==> src/rtl/mem_arbiter_pkg.sv <==
// Shared types and widths for the RAM arbiter. The bus widths mirror the
// machine-wide architecture definitions.
package mem_arbiter_pkg;

  localparam int ARCH_ADDR_WIDTH = 16;
  localparam int ARCH_DATA_WIDTH = 8;

  typedef enum logic {
    OWN_CPU = 1'b0,
    OWN_LDR = 1'b1
  } owner_t;

  typedef enum logic [1:0] {
    UNLOCKED = 2'd0,
    DRAIN    = 2'd1,
    LOCKED   = 2'd2
  } lock_state_t;

  // On a conflict the requester that did not own the RAM last wins.
  function automatic owner_t rr_pick(input owner_t last_owner);
    return (last_owner == OWN_CPU) ? OWN_LDR : OWN_CPU;
  endfunction

endpackage

==> src/rtl/mem_arbiter_rr_arbiter2.sv <==
// Two-way round-robin picker. Bit 0 is the CPU, bit 1 is the loader; the
// grant is combinational and the last owner is remembered at each grant.
module rr_arbiter2
  import mem_arbiter_pkg::*;
(
  input  logic       clk,
  input  logic       reset,
  input  logic [1:0] i_req,
  input  logic [1:0] i_mask,
  input  logic       i_en,
  output logic [1:0] o_gnt
);

  owner_t     r_last_owner;
  logic [1:0] w_req;

  assign w_req = i_req & ~i_mask & {2{i_en}};

  always_comb begin
    o_gnt = 2'b00;
    case (w_req)
      2'b01:   o_gnt = 2'b01;
      2'b10:   o_gnt = 2'b10;
      2'b11:   o_gnt = (rr_pick(r_last_owner) == OWN_CPU) ? 2'b01 : 2'b10;
      default: o_gnt = 2'b00;
    endcase
  end

  // Loader counts as last owner out of reset so the CPU wins the first conflict.
  always_ff @(posedge clk or negedge reset) begin
    if (!reset) begin
      r_last_owner <= OWN_LDR;
    end else if (o_gnt[0]) begin
      r_last_owner <= OWN_CPU;
    end else if (o_gnt[1]) begin
      r_last_owner <= OWN_LDR;
    end
  end

endmodule

==> src/rtl/mem_arbiter.sv <==
// Shares the single-port system RAM between the CPU and the program loader,
// with round-robin arbitration and an exclusive loader lock that stalls the CPU.
module mem_arbiter #(
  parameter int ADDR_WIDTH = mem_arbiter_pkg::ARCH_ADDR_WIDTH,
  parameter int DATA_WIDTH = mem_arbiter_pkg::ARCH_DATA_WIDTH
) (
  input  logic                  clk,
  input  logic                  reset,
  input  logic                  cpu_req,
  input  logic                  cpu_we,
  input  logic [ADDR_WIDTH-1:0] cpu_addr,
  input  logic [DATA_WIDTH-1:0] cpu_wdata,
  output logic                  cpu_gnt,
  output logic                  cpu_rvalid,
  output logic [DATA_WIDTH-1:0] cpu_rdata,
  output logic                  cpu_stall,
  input  logic                  ldr_req,
  input  logic                  ldr_we,
  input  logic [ADDR_WIDTH-1:0] ldr_addr,
  input  logic [DATA_WIDTH-1:0] ldr_wdata,
  output logic                  ldr_gnt,
  output logic                  ldr_rvalid,
  output logic [DATA_WIDTH-1:0] ldr_rdata,
  input  logic                  ldr_lock,
  output logic                  mem_en,
  output logic                  mem_we,
  output logic [ADDR_WIDTH-1:0] mem_addr,
  output logic [DATA_WIDTH-1:0] mem_wdata,
  input  logic [DATA_WIDTH-1:0] mem_rdata
);

  import mem_arbiter_pkg::*;

  lock_state_t r_lock_state;
  lock_state_t w_lock_next;
  logic [1:0]  w_req;
  logic [1:0]  w_mask;
  logic [1:0]  w_gnt;
  logic        w_cpu_block;
  logic        w_cpu_read_gnt;
  logic        w_ldr_read_gnt;
  logic        r_cpu_rvalid;
  logic        r_ldr_rvalid;

  // The CPU is shut out while draining and while the lock is held; when the
  // loader drops the lock the CPU may be granted in that very cycle.
  assign w_cpu_block = (r_lock_state == DRAIN) ||
                       ((r_lock_state == LOCKED) && ldr_lock);

  assign w_req  = {ldr_req, cpu_req};
  assign w_mask = {1'b0, w_cpu_block};

  rr_arbiter2 u_rr_arbiter2 (
    .clk    (clk),
    .reset  (reset),
    .i_req  (w_req),
    .i_mask (w_mask),
    .i_en   (reset),
    .o_gnt  (w_gnt)
  );

  assign cpu_gnt        = w_gnt[0];
  assign ldr_gnt        = w_gnt[1];
  assign w_cpu_read_gnt = w_gnt[0] & ~cpu_we;
  assign w_ldr_read_gnt = w_gnt[1] & ~ldr_we;

  always_comb begin
    mem_en    = 1'b0;
    mem_we    = 1'b0;
    mem_addr  = '0;
    mem_wdata = '0;
    if (w_gnt[0]) begin
      mem_en    = 1'b1;
      mem_we    = cpu_we;
      mem_addr  = cpu_addr;
      mem_wdata = cpu_wdata;
    end else if (w_gnt[1]) begin
      mem_en    = 1'b1;
      mem_we    = ldr_we;
      mem_addr  = ldr_addr;
      mem_wdata = ldr_wdata;
    end
  end

  always_ff @(posedge clk or negedge reset) begin
    if (!reset) begin
      r_lock_state <= UNLOCKED;
    end else begin
      r_lock_state <= w_lock_next;
    end
  end

  // A CPU read granted as the lock rises must still deliver its data, so the
  // FSM spends one cycle in DRAIN before the lock takes hold.
  always_comb begin
    w_lock_next = r_lock_state;
    case (r_lock_state)
      UNLOCKED: begin
        if (ldr_lock) begin
          w_lock_next = w_cpu_read_gnt ? DRAIN : LOCKED;
        end
      end
      DRAIN: begin
        w_lock_next = LOCKED;
      end
      LOCKED: begin
        if (!ldr_lock) begin
          w_lock_next = UNLOCKED;
        end
      end
      default: begin
        w_lock_next = UNLOCKED;
      end
    endcase
  end

  // Read data is steered by these per-owner flags rather than by the current
  // grant, so a different requester may be granted while a read is returning.
  always_ff @(posedge clk or negedge reset) begin
    if (!reset) begin
      r_cpu_rvalid <= 1'b0;
      r_ldr_rvalid <= 1'b0;
    end else begin
      r_cpu_rvalid <= w_cpu_read_gnt;
      r_ldr_rvalid <= w_ldr_read_gnt;
    end
  end

  assign cpu_rvalid = r_cpu_rvalid;
  assign ldr_rvalid = r_ldr_rvalid;
  assign cpu_rdata  = r_cpu_rvalid ? mem_rdata : '0;
  assign ldr_rdata  = r_ldr_rvalid ? mem_rdata : '0;

  assign cpu_stall = reset & (w_cpu_block | (cpu_req & ~w_gnt[0]));

endmodule

==> config.mk <==
export PLATFORM = sky130hd
export DESIGN_NAME = mem_arbiter
export DESIGN_NICKNAME = d
export VERILOG_FILES = /design/src/rtl/mem_arbiter_pkg.sv /design/src/rtl/mem_arbiter_rr_arbiter2.sv /design/src/rtl/mem_arbiter.sv
export SDC_FILE = /design/constraint.sdc
export NUM_CORES = 1
export LEC_CHECK = 0
export CORE_MARGIN = 2
export CORE_UTILIZATION = 29
export DETAILED_ROUTE_END_ITERATION = 12
export PLACE_DENSITY = 0.95
export RECOVER_POWER = 50
export SYNTH_ARGS = -nofsm -noshare
export SYNTH_HDL_FRONTEND = slang
export SYNTH_SLANG_ARGS = --single-unit
==> constraint.sdc <==
create_clock -name clk -period 3.9 [get_ports clk]
set_clock_uncertainty 0.2 [all_clocks]
set_input_delay 1.17 -clock clk [delete_from_list [all_inputs] [get_ports clk]]
set_output_delay 1.17 -clock clk [all_outputs]
set_load 0.03 [all_outputs]
[After elaboration in Yosys (flattened, before gate mapping)]
Index checks and enable logic that the tools add are counted.
Word-level totals
  register bits: 5
  bits of input ports: 63
  output and inout bits: 47
  logic and storage cells: 45
Operators by class
  eq/ne operators: 7
  multiplexer cells: 18
  bitwise operators: 11
  reductions and logical operators: 5
Operators with widths (count)
  2-to-1 mux 16 bit: 2
  2-to-1 mux 8 bit: 4
  case mux 2 bit (3 select lines): 2
  2-to-1 mux 2 bit: 4
  == test 2 bit, second input constant: 3
  2-to-1 mux 1 bit: 6
  bitwise AND 1 bit: 4
  bitwise AND 2 bit: 2
  == test 2 x 1 -> 1 bit, second input constant: 2
  inequality test 2 bit, second input constant: 2
  NOT 1 bit: 3
  zero test 2 bit: 1
  NOT 1 -> 2 bit: 1
  AND reduction 2 bit: 1
  nonzero test 2 bit: 1
  logical AND 1 bit: 1
  logical OR 1 bit: 1
  OR 1 bit: 1

[Logic depth before layout (Yosys ltp)]
Gate-level depths: netlist (run 1).
  depth in word-level cells: 12
  gate-level depth with buffers: 5
  depth with buffers taken out: 3

[Modules after synthesis]
Synthesis (run 1) repeated with hierarchy kept, for this count alone.
Unflattened totals
  cells, all modules: 77
  area total of the unflattened synthesis: 666.9 sq um
Modules (own cells, without submodules)
  mem_arbiter: instances 1, cells an instance 68, area each 585.6 sq um, seq. area each 100.1 sq um
  rr_arbiter2: instances 1, cells an instance 9, area each 81.3 sq um, seq. area each 26.3 sq um

[Worst setup path after synthesis (run 1)]
Ideal clock, no wire load.
  path type: input to output
  from: input ldr_req
  to: output cpu_gnt
  data arrival time: 2.229 ns
  required time: 2.530 ns
  slack: 0.301 ns
  stages: 4
  buffers on the path: 1
  path through: nor2b_1 nand4b_2 buf_6 nor2_1
Between the ends
  cells in the longest elaborated chain, start to end: 4
  elaborated cells between the ends (all ways): 6
  classes of those cells: 3 x eq/ne; 1 x mux; 2 x bitwise
Ends and longest elaborated chain
  start, declared: RTL line mem_arbiter.sv:17  | input logic ldr_req,
  bitwise AND 2 bit (*) (2 in series): RTL line mem_arbiter_rr_arbiter2.sv:17  | assign w_req = i_req & ~i_mask & {2{i_en}};
  == test 2 bit / == test 2 x 1 -> 1 bit (equally long branches): RTL line mem_arbiter_rr_arbiter2.sv:21  | case (w_req)
  case mux 2 bit (3 select lines) (*): RTL line mem_arbiter_rr_arbiter2.sv:21
  end, declared: RTL line mem_arbiter.sv:13  | output logic cpu_gnt,
Every way passes the cells marked *; elsewhere a longest branch is shown, timed or not.

[Worst setup path after layout (run 1)]
  from: input cpu_req
  to: output mem_addr[10]
Between the ends
  cells in the longest elaborated chain, start to end: 6
  elaborated cells between the ends (all ways): 8
  classes of those cells: 3 x eq/ne; 3 x mux; 2 x bitwise
Ends and longest elaborated chain
  start, declared: RTL line mem_arbiter.sv:9  | input logic cpu_req,
  bitwise AND 2 bit (*) (2 in series): RTL line mem_arbiter_rr_arbiter2.sv:17
  == test 2 bit / == test 2 x 1 -> 1 bit (equally long branches): RTL line mem_arbiter_rr_arbiter2.sv:21
  case mux 2 bit (3 select lines) (*): RTL line mem_arbiter_rr_arbiter2.sv:21
  2-to-1 mux 16 bit: RTL line mem_arbiter.sv:77  | end else if (w_gnt[1]) begin
  2-to-1 mux 16 bit (*): RTL line mem_arbiter.sv:72  | if (w_gnt[0]) begin
  end, declared: RTL line mem_arbiter.sv:27  | output logic [ADDR_WIDTH-1:0] mem_addr,
Marks and branches as above.

==> flow_summary_export.csv, run 1 <==
group,metric,value,unit
power,clkPwrFrac,0.144,
floorplan,ioPinCount,110,
synthesis,synthFlopType,"dfrtp_1",
route,avgViaCountPerCell,4.69,
final_layout,n_fill_cell,255,
min_path,holdPathStages,2,
place,portBuffers,109,
floorplan,core-area,3030,µm²
synthesis,syn_area,921,µm²
setup_path,crit_required,2.53,ns
synthesis,synth_seq_cells,5,
sta,slew_headroom,0.546,
floorplan,placementRows,20,
final_layout,final_nets,307,
final_layout,layout_commonest_cell,"clkdlybuf4s50_1",
run_status,violations,"setup timing",
clock_network,ctsHoldBuffers,0,
sta,slew_violations,0,
global_route,grt_pass1_wl,4730,µm
global_route,grt_max_degree,41,
final_layout,antennaDiodeCount,0,
global_route,grt_pass1_vias,1130,
sta,finalWorstSetupSlack,-0.0106,ns
floorplan,die_y,60.4,µm
global_route,antenna_found_initial,0,
route,drt_iter0_drc,39,
sta,setup_viol,2,
power,ir_worst_vdd,0.000117,V
setup_path,path_max_fanout,13,
clock_network,cts_buffers,3,
power,p_sw,177,µW
clock_network,clock-root-buffer,"clkbuf_4",
setup_path,arrival,2.54,ns
synthesis,avgSynthCellArea,7.14,µm²
setup_path,critical_path_class,"primary input to output pin",
final_layout,area_growth,138,%
setup_path,reg2reg_depth,5,
sta,fmax,0.256,GHz
power,p_sw_frac,0.412,
setup_path,reg2reg_from,"r_lock_state[1]",
floorplan,die_x,60.4,µm
clock_network,clk_pin_slew,0.04,ns
clock_network,clockBufferDepth,2,
route,vias,1346,
sta,min_period_over_period,1.00,
power,p_int,253,µW
setup_path,r2r_end,"ldr_rvalid",
power,finalPower,430,µW
place,place_ws,-0.211,ns
min_path,hold_path_class,"register to register",
clock_network,cts_tree,"yes",
synthesis,async_flop_share,1.00,
route,drtAntennaViolNets,0,
global_route,grt_overflow_total,0,
route,drt_first_pass_iters,4,
synthesis,syn_inst,129,
flow_run,drv_cap,0,
synthesis,yosysSeqAreaShare,0.137,
power,seqPwrFrac,0.147,
floorplan,initial_core_util,0.304,
final_layout,layout_common_cells,"77 x clkdlybuf4s50_1, 51 x nand2_1, 21 x o22ai_2, 20 x buf_4",
setup_path,start_kind,"primary input",
setup_path,worst-r2r-setup-slack,2.26,ns
clock_network,clk_latency,0.25,ns
synthesis,synth_edf_count,0,
power,power_density,196,nW/µm²
clock_network,htreeDepth,1,
sta,final_hold_viol_count,0,
place,globalplace.congestion,0.698,
route,finalWirelength,3740,µm
synthesis,yosysWarnings,0,
run_status,outcome,"complete, but fails checks",
route,drt_drc_violations_left,0,
global_route,track_usage,0.169,
clock_network,clkSinkCount,5,
power,p_leak,0.000916,µW
min_path,holdPathEnd,"u_rr_arbiter2.r_last_owner",
sta,worst_slew_pin_slew,0.680,ns
setup_path,end_kind,"output pin",
sta,fin_crit,3.91,ns
floorplan,dieArea,3640,µm²
route,wire_per_inst,13.0,µm
synthesis,ys_types,27,
place,dp_hpwl,2700,µm
synthesis,synth_nets,192,
final_layout,layout-drive-gt1-share,0.292,
sta,grt_setup_unrepaired,"yes",
min_path,hp-start,"u_rr_arbiter2.r_last_owner",
power,p_comb_frac,0.710,
## cells by family after synthesis
logic type,after synthesis,share of synthesized area
buffers and inverters,13,0.0910
and+or+nand+nor,80,0.436
DFF,5,0.137
AOI/OAI and AO/OA,31,0.336
## critical path, cell delays in order
cell             delay [ns]
clkdlybuf4s50_1        0.43
buf_4                  0.17
a41o_4                 0.23
clkbuf_16              0.19
o22ai_2                0.20
buf_6                  0.16
## area by class of cell
class / instances / area (µm²) / share of cell area
flip-flops and latches: 5 / 126 / 0.0576
well taps: 44 / 55.1 / 0.0251
clock buffers: 4 / 26.3 / 0.0120
repair buffers: 121 / 1200 / 0.547
multi-input cells: 111 / 777 / 0.354
inverters: 2 / 7.51 / 0.00342
## worst max path at each step
stage / startpoint / endpoint / slack [ns] / depth (start not counted)
global route: cpu_req / mem_addr[11] / -0.04 / 6
CTS: cpu_req / mem_addr[0] / 0.00005 / 6
floorplan: ldr_req / cpu_gnt / 0.30 / 4
global placement: ldr_lock / mem_en / -0.17 / 5
finish: cpu_req / mem_addr[10] / -0.01 / 6
detailed placement: ldr_lock / mem_en / -0.21 / 5
## registers in the layout, indices dropped and copies added, names as in the netlist
register	flops
r_lock_state	2
cpu_rvalid	1
ldr_rvalid	1
u_rr_arbiter2.r_last_owner	1
## cell usage after synthesis, types with 2 or more instances
library cell	instances	area [µm²]
nand2_1	51	191
o22ai_2	18	225
and2_1	16	100
o22ai_1	7	43.8
buf_6	4	45.0
clkbuf_1	4	15.0
dfrtp_1	4	100
nor2_1	3	11.3
a31oi_1	2	12.5
inv_1	2	7.51
nand2b_1	2	12.5
## per-stage QoR
stage / TNS, ns / instance area [µm²] / hold slack (ns) / utilization / instances
after floorplan: 0 / 921 / 0.311 / - / 129
after global placement: -1.86 / 2020 / 0.334 / 0.666 / 281
after detailed placement: -2.15 / 2020 / 0.326 / 0.666 / 281
after CTS: 0 / 2060 / 0.339 / 0.681 / 285
after global routing: -0.118 / 2190 / 0.389 / 0.724 / 287
final: -0.0189 / 2190 / 0.352 / 0.724 / 287
## layer usage
| layer | up-vias | share of wire | GRT usage |
|---|---|---|---|
| li1 | 674 | - | - |
| met1 | 611 | 0.35 | 0.169 |
| met2 | 59 | 0.56 | 0.339 |
| met3 | 2 | 0.083 | 0.0426 |
| met4 | 0 | 0.0045 | 0.0476 |
| met5 | - | 0 | 0 |
## power by group through the flow
stage,Combinational (µW),Sequential (µW),Clock (µW)
5_1_grt,322,64.0,70.2
4_1_cts,280,62.8,65.1
2_1_floorplan,146,63.8,0
6_report,305,63.2,61.8
3_5_place_dp,276,63.6,0
3_3_place_gp,272,63.2,0
## repair_timing
action	4_1_cts	5_1_grt
resized for setup	7	22
buffers inserted	0	1
gates cloned	0	1
endpoints found under the setup margin	27	25
pin swaps	0	0
(Power assumes the default switching activity.)
==> inputs of run 2 (changes only) <==
--- a/config.mk
+++ b/config.mk
@@ -10,6 +10,7 @@
 export DETAILED_ROUTE_END_ITERATION = 12
 export PLACE_DENSITY = 0.95
 export RECOVER_POWER = 50
+export SETUP_SLACK_MARGIN = 0.1
 export SYNTH_ARGS = -nofsm -noshare
 export SYNTH_HDL_FRONTEND = slang
 export SYNTH_SLANG_ARGS = --single-unit
==> flow_summary_export.csv, run 2 (synthesized netlist as in run 1, its figures left out) <==
group,metric,value,unit
power,ir_worst_vdd,0.000124,V
sta,fin_crit,3.77,ns
place,dp_cells,281,
sta,grt_setup_unrepaired,"no",
setup_path,arrival,2.40,ns
setup_path,max_stage_delay,0.66,ns
route,met3_length,288,µm
power,power_density,203,nW/µm²
setup_path,critical_path_class,"primary input to output pin",
clock_network,clock-root-buffer,"clkbuf_4",
run_status,outcome,"finished clean",
setup_path,cpMostUsedCell,"clkdlybuf4s50_1",
global_route,grt_overflow_total,0,
power,p_int,257,µW
final_layout,area_growth,137,%
global_route,track_usage,0.199,
sta,final_hold_viol_count,0,
setup_path,crit_required,2.53,ns
floorplan,initial_core_util,0.304,
final_layout,final_cells,287,
route,drt_iter0_drc,27,
floorplan,ioPinCount,110,
sta,setup_viol,0,
power,seqPwrFrac,0.143,
global_route,grt_pass1_vias,1247,
place,dp_hpwl,2700,µm
sta,fmax,0.265,GHz
power,p_comb_frac,0.716,
setup_path,path_max_fanout,2,
route,wire_per_inst,13.6,µm
global_route,grt_pass1_wl,5440,µm
clock_network,clkSinkCount,5,
route,drtAntennaViolNets,0,
sta,slew_violations,0,
final_layout,antennaDiodeCount,0,
setup_path,path_cells,"clkdlybuf4s50_1, and2_1, clkdlybuf4s50_1",
setup_path,end_kind,"output pin",
route,drt_first_pass_iters,3,
clock_network,clk_latency,0.25,ns
setup_path,worst-r2r-setup-slack,2.33,ns
global_route,grt_max_degree,41,
sta,slew_headroom,0.543,
sta,worst_slew_pin_slew,0.685,ns
floorplan,die_x,60.4,µm
floorplan,placementRows,20,
clock_network,clk_pin_slew,0.04,ns
final_layout,layout_common_cells,"57 x clkdlybuf4s50_1, 51 x nand2_1, 21 x buf_6",
setup_path,cpMaxStageDelayCell,"clkdlybuf4s50_1",
power,finalPower,442,µW
clock_network,cts_tree,"yes",
route,avgViaCountPerCell,4.69,
final_layout,final_nets,307,
clock_network,cts_buffers,3,
place,portBuffers,109,
place,globalplace.congestion,0.698,
floorplan,die_y,60.4,µm
min_path,hold_path_class,"register to register",
route,finalWirelength,3910,µm
clock_network,post_cts_buffers,0,
route,vias,1345,
final_layout,largest_reg_flops,2,
clock_network,clockBufferDepth,2,
floorplan,dieArea,3640,µm²
setup_path,start_kind,"primary input",
power,p_sw_frac,0.418,
global_route,antenna_found_initial,0,
floorplan,core-area,3030,µm²
route,drt_drc_violations_left,0,
clock_network,htreeDepth,1,
flow_run,drv_cap,0,
sta,min_period_over_period,0.967,
power,clkPwrFrac,0.141,
final_layout,largest_register,"r_lock_state",
final_layout,layout_commonest_cell,"clkdlybuf4s50_1",
route,met1Wirelength,1480,µm
route,dr_wl_met2,2100,µm
route,dr.max_layer_used,"met4",
clock_network,ctsHoldBuffers,0,
final_layout,layout-drive-gt1-share,0.280,
power,p_leak,0.000929,µW
power,p_sw,185,µW
sta,whs,0.352,ns
## run 2: changes by cell type in the layout (fill, tap and decap cells not counted), moves of 4 or more
cell,delta
buf_4,-7
buf_6,+5
clkbuf_1,+10
clkdlybuf4s50_1,-20
dlygate4sd2_1,+6
dlygate4sd3_1,+4
o22ai_2,-8
o22ai_4,+5
## run 2: layer usage
metal / vias to the layer above / GRT usage
li1: 675 / -
met1: 605 / 0.206
met3: 4 / 0.0469
met2: 61 / 0.391
met5: - / 0
met4: 0 / 0.0571
## run 2: what timing repair did
action | 4_1_cts | 5_1_grt
gates resized for setup | 43 | 10
cloned | 2 | 0
hold endpoints to repair | 0 | 0
pin swaps | 1 | 0
endpoints found under the setup margin | 32 | 10
## run 2: worst paths after layout
check	startpoint	to	depth (start not counted)
max	mem_rdata[3]	ldr_rdata[3]	3
min	u_rr_arbiter2.r_last_owner	u_rr_arbiter2.r_last_owner	2
max reg2reg	r_lock_state[0]	r_lock_state[0]	5
min reg2reg	u_rr_arbiter2.r_last_owner	u_rr_arbiter2.r_last_owner	2
max in group asynchronous	reset	u_rr_arbiter2.r_last_owner	2
min in group asynchronous	reset	ldr_rvalid	2
## run 2: power by group through the flow
stage,Clock (µW),Sequential [µW],Combinational [µW]
after global placement,0,63.2,272
after detailed placement,0,63.6,276
final,62.3,63.2,316
after floorplan,0,63.8,146
after CTS,65.1,63.2,321
after global routing,70.2,64.0,333
## run 2: worst max-delay path, delay by kind of cell
kind | cells | cell delay (ns)
buffers and inverters | 2 | 1.12
AND/OR/NAND/NOR | 1 | 0.11
## run 2: stage by stage
stage                     TNS, ns  cell area (µm²)  setup WS (ns)   util
after floorplan                 0              921          0.301      -
after global placement      -1.86             2020         -0.175  0.666
after CTS                       0             2250          0.100  0.743
after detailed placement    -2.15             2020         -0.211  0.666
after global routing            0             2180         0.0699  0.720
final                           0             2180          0.129  0.720
## run 2: layout make-up
class	instances	area, µm²
inverters	2	7.51
flip-flops and latches	5	126
repair buffers	121	1170
fillers	264	848
well taps	44	55.1
clock buffers	4	26.3
multi-input cells	111	796
